--- src/rtl/path_tracer.sv ---
// path_tracer: walks per-node direction fields from a goal node back to the source,
// emitting one step per node on a valid/ready stream.
// Ports: clk/rst (async active-low); start/abort/goal_x/goal_y control;
// rd_en/rd_x/rd_y request and rd_cost/rd_dir reply (one-cycle latency);
// step_* output stream; busy/done/status report progress and outcome.
module path_tracer #(
  parameter int GRID_W = 16,
  parameter int GRID_H = 16,
  parameter int COST_SIZE = 12,
  parameter int MAX_STEPS = GRID_W * GRID_H,
  localparam int XW = $clog2(GRID_W),
  localparam int YW = $clog2(GRID_H),
  localparam int S = COST_SIZE,
  localparam int CW = $clog2(MAX_STEPS + 1)
) (
  input  logic          clk,
  input  logic          rst,
  input  logic          start,
  input  logic          abort,
  input  logic [XW-1:0] goal_x,
  input  logic [YW-1:0] goal_y,
  output logic          rd_en,
  output logic [XW-1:0] rd_x,
  output logic [YW-1:0] rd_y,
  input  logic [S-1:0]  rd_cost,
  input  logic [3:0]    rd_dir,
  output logic          step_valid,
  input  logic          step_ready,
  output logic [XW-1:0] step_x,
  output logic [YW-1:0] step_y,
  output logic [3:0]    step_dir,
  output logic          step_last,
  output logic          busy,
  output logic          done,
  output logic [1:0]    status
);
  typedef enum logic [2:0] {IDLE, READ, WAIT, EMIT, DONE} state_t;
  state_t state, state_nx;
  logic [XW-1:0] cur_x, nxt_x, px;
  logic [YW-1:0] cur_y, nxt_y, py;
  logic [CW-1:0] cnt, cnt_inc;
  logic [S-1:0] prev_cost;
  logic [2:0] d;
  logic xm, xp, ym, yp, oob, unreach, loop_c, bad, hs, go;
  logic [1:0] bad_status;
  assign d = rd_dir[2:0];
  assign xp = d inside {3'd1, 3'd2, 3'd3};
  assign xm = d inside {3'd5, 3'd6, 3'd7};
  assign ym = d inside {3'd7, 3'd0, 3'd1};
  assign yp = d inside {3'd3, 3'd4, 3'd5};
  assign px = xp ? cur_x + XW'(1) : xm ? cur_x - XW'(1) : cur_x;
  assign py = yp ? cur_y + YW'(1) : ym ? cur_y - YW'(1) : cur_y;
  // Edge checks on the current node instead of the sum, so wrap-around is caught.
  assign oob = (xm && cur_x == '0) || (xp && cur_x == XW'(GRID_W - 1)) ||
               (ym && cur_y == '0) || (yp && cur_y == YW'(GRID_H - 1));
  assign unreach = &rd_cost;
  // Cost must strictly decrease along the path; the first node has no predecessor cost.
  assign loop_c = cnt != '0 && rd_cost >= prev_cost;
  assign bad = unreach || loop_c || (!rd_dir[3] && rd_cost != '0) || (rd_dir[3] && oob);
  assign bad_status = unreach ? 2'd1 : (loop_c || !rd_dir[3]) ? 2'd3 : 2'd2;
  assign hs = step_valid && step_ready;
  assign go = !abort;
  assign cnt_inc = cnt + CW'(1);
  assign rd_en = state == READ;
  assign rd_x = cur_x;
  assign rd_y = cur_y;
  assign step_valid = state == EMIT;
  assign busy = state != IDLE;
  assign done = state == DONE;
  always_comb begin
    state_nx = state;
    case (state)
      IDLE: state_nx = start ? READ : IDLE;
      READ: state_nx = WAIT;
      WAIT: state_nx = bad ? DONE : EMIT;
      EMIT: state_nx = !hs ? EMIT : (step_last || cnt_inc == CW'(MAX_STEPS)) ? DONE : READ;
      default: state_nx = IDLE;
    endcase
    if (abort) state_nx = IDLE;
  end
  always_ff @(posedge clk or negedge rst) begin
    if (!rst) begin
      state <= IDLE;
      cur_x <= '0;
      cur_y <= '0;
      nxt_x <= '0;
      nxt_y <= '0;
      cnt <= '0;
      prev_cost <= '0;
      step_x <= '0;
      step_y <= '0;
      step_dir <= '0;
      step_last <= 1'b0;
      status <= 2'd0;
    end else begin
      state <= state_nx;
      if (state == IDLE && start && go) begin
        cur_x <= goal_x;
        cur_y <= goal_y;
        cnt <= '0;
        prev_cost <= '1;
      end
      if (state == WAIT && go) begin
        if (bad) status <= bad_status;
        else begin
          step_x <= cur_x;
          step_y <= cur_y;
          step_dir <= rd_dir;
          step_last <= !rd_dir[3];
          nxt_x <= px;
          nxt_y <= py;
          prev_cost <= rd_cost;
        end
      end
      if (state == EMIT && hs && go) begin
        if (step_last) status <= 2'd0;
        else begin
          cur_x <= nxt_x;
          cur_y <= nxt_y;
          cnt <= cnt_inc;
          if (cnt_inc == CW'(MAX_STEPS)) status <= 2'd3;
        end
      end
    end
  end
endmodule
--- config.mk ---
export PLATFORM = sky130hd
export DESIGN_NAME = path_tracer
export DESIGN_NICKNAME = d
export VERILOG_FILES = /design/src/rtl/path_tracer.sv
export SDC_FILE = /design/constraint.sdc
export NUM_CORES = 1
export LEC_CHECK = 0
export BUFFER_PORTS_ARGS = -buffer_cell sky130_fd_sc_hd__buf_4
export CAP_MARGIN = 25
export CORE_MARGIN = 2
export CORE_UTILIZATION = 61
export DETAILED_ROUTE_END_ITERATION = 8
export PLACE_DENSITY = 0.86
export SETUP_SLACK_MARGIN = 0.2
export SKIP_LAST_GASP = 1
export SYNTH_ARGS = -nofsm -noshare
export SYNTH_HDL_FRONTEND = slang
export SYNTH_SLANG_ARGS = --single-unit
--- constraint.sdc ---
create_clock -name clk -period 4.55 [get_ports clk]
set_clock_uncertainty 0.15 [all_clocks]
set_input_delay 1.365 -clock clk [delete_from_list [all_inputs] [get_ports clk]]
set_output_delay 1.365 -clock clk [all_outputs]
set_load 0.02 [all_outputs]
==> out/results.tsv <==
metric	value	unit
pwr dens	407	nW/um2
Worst Max-Slew Pin Slew	717	ps
final hold violations	0	
Slew HR	0.515	
pin count of the biggest net entering global routing	56	
hold buffers post-CTS	0	
Top Usage Layer GRT	met2	
Setup TNS	0	ps
root buffer cell	clkbuf_8	
number of library cell types mapped by synthesis	50	
post-route ant nets	0	
kind of critical path	primary input to flop	
Die Footprint	6050	um2
Layout area overhead	15.7	%
RSZ-0062 raised after global routing	no	
Hold Crit Depth	1	
M3 GR Usage	0.0326	
area fraction of the dominant cell type after synthesis	0.415	
largest fanout on the critical path	22	
Vias	2551	
final core occ	0.742	
Async SR Flop Fraction	1.00	
gr usage total	0.254	
Worst R2R Path Depth	9	
final total power	1.56	mW
I/O Buffers	55	
core area	5170	um2
Ys Warns	0	
hold_ws	367	ps
Post CTS Setup Buffer Count	0	
multi-input combinational cell area	1760	um2
Hold Path Class	flop to flop	
# IOs	56	
drt pass-1 iters	5	
Fillers	374	
Avg Cell Area, Syn	10.4	um2
Final Setup Violations	0	
GR Util met2	0.437	
number of H-tree levels	2	
crit path DAT	3480	ps
reg-to-reg slack, setup	1780	ps
clock tree from TritonCTS	built	
outcome	complete, no violations	
initial DRC count	136	
Worst Setup SP	rd_cost[1]	
cell area after synthesis	3320	um2
fmax	0.291	GHz
Worst R2R End	prev_cost[10]$_DFF_PN0_	
Reg area	1380	um2
Post-synth EDFFs	0	
Min-Delay Endpoint	nxt_y[0]$_DFFE_PN0P_	
Synth area leader	dfrtp_1	
net count of the finished layout	422	
CTS max path bufs	2	
Worst Path Required	4590	ps
vias in the first global route	2633	
initial antenna violation count	0	
Num CTS Buffers	5	
Tcrit/Tclk final	0.756	
CTS clk-pin slew, worst paths	90	ps
Cell Rows	26	
share of layout cells above drive strength 1	0.279	
HP Start	nxt_y[0]$_DFFE_PN0P_	
Starting Density	0.642	
diode count	0	
RR Startpoint	rd_y[0]$_DFF_PN0_	
CP peak stage delay	330	ps
FF+latch count, synth	55	
Synth Instances	318	
Critical Path, Cell by Cell	buf_4, ha_1, a31oi_1, nor2b_1, o2111ai_1, nand4_4, nor2_8, buf_12, mux2_4	
LEAKAGE	1.83	nW
routed vias/inst	5.76	
per-cell routed wire length	15.8	um
met1 Track Usage GR	0.335	
Seq/Total Area, Yosys	0.415	
Worst path slowest cell	nor2_8	
maximum vdd drop	0.249	mV
Post-DP HPWL	5110	um
post-route minimum period	3440	ps
die width	77.8	um
Synth area leaders	dfrtp_1, mux2_4, ha_1, nand2_1, o21ai_0	
crit path capture type	flop	
# DRC	0	
Synth top cells by count	dfrtp_1, nand2_1, mux2_4	
first-pass GRT wire length	12400	um
CTS sink cnt	55	
Skew-Pair Late Insertion Delay	300	ps
post_cts resized	0	
final wirelength	7000	um
most common cell in the netlist	dfrtp_1	
max_cap viols	0	
RD Place Congestion	0.888	
Slew Limit Fails	0	
predominant post-synthesis flop cell	dfrtp_1	
height of the die	77.8	um
startpoint types	primary input	
GRT overflow	0	
syn nets	367	
[power by group]
part           switching, mW  total [mW]  internal (mW)
clock network          0.151       0.271          0.120
logic                  0.287       0.590          0.303
registers             0.0910       0.700          0.609
[cells by family after synthesis]
| group | after synthesis | share of synthesized area |
|---|---|---|
| AND/OR/NAND/NOR | 106 | 0.170 |
| AO/OA/AOI/OAI | 62 | 0.115 |
| flip-flops | 55 | 0.415 |
| multiplexers | 34 | 0.144 |
| buffers and inverters | 31 | 0.0547 |
| adder cells (fa/ha/maj) | 20 | 0.0754 |
| XOR/XNOR | 10 | 0.0264 |
[routing by layer]
metal  part of all wire  wire [um]  vias to the layer above
li1                   -          -                     1245
met1               0.45       3120                     1234
met2               0.50       3490                       64
met3              0.044        306                        8
met4              0.012         85                        0
met5                  0          0                        -
[final cells by class]
class / count / share of cell area
inverters: 21 / 0.0205
multi-input cells: 232 / 0.459
clock buffers: 6 / 0.0215
well taps: 70 / 0.0228
flip-flops and latches: 55 / 0.359
repair buffers: 58 / 0.117
clock inverters: 1 / 0.00130
[sequential cells by signal, summed over array words and instances, names as in the netlist]
name       flops
prev_cost     12
cnt            9
nxt_x          4
nxt_y          4
rd_x           4
rd_y           4
step_dir       4
step_x         4
step_y         4
state          3
status         2
step_last      1
[cell usage in the layout (no fill, tap or decap), types with 10 or more instances in the layout]
cell type	synthesis	final
a21oi_1	15	15
buf_4	0	57
dfrtp_1	55	55
ha_1	20	20
inv_1	21	21
mux2_4	26	26
nand2_1	32	32
nand3_1	10	10
nor2_1	24	24
o21ai_0	19	19
[how the worst max path moves through the flow]
stage,end,slack (ps),cells past startpoint
after floorplan,nxt_x[2]$_DFFE_PN0P_,1260,8
after global placement,prev_cost[3]$_DFF_PN0_,860,9
after detailed placement,prev_cost[7]$_DFF_PN0_,790,9
after CTS,prev_cost[7]$_DFF_PN0_,1110,9
after global routing,prev_cost[7]$_DFF_PN0_,980,9
final,prev_cost[10]$_DFF_PN0_,1110,9
[critical path, delay by kind of cell]
kind,cells,cell delay (ps)
buffers and inverters,2,380
muxes,1,320
AOI/OAI and AO/OA,2,500
and+or+nand+nor,3,590
adders and majority gates,1,310
[per-stage QoR]
| step | worst slack, ps | std cells | cell area, um2 |
|---|---|---|---|
| global route | 976 | 443 | 3840 |
| detailed placement | 786 | 436 | 3750 |
| global placement | 857 | 436 | 3750 |
| CTS | 1110 | 443 | 3840 |
| floorplan | 1260 | 318 | 3320 |
| finish | 1110 | 443 | 3840 |
(Power assumes the default switching activity.)
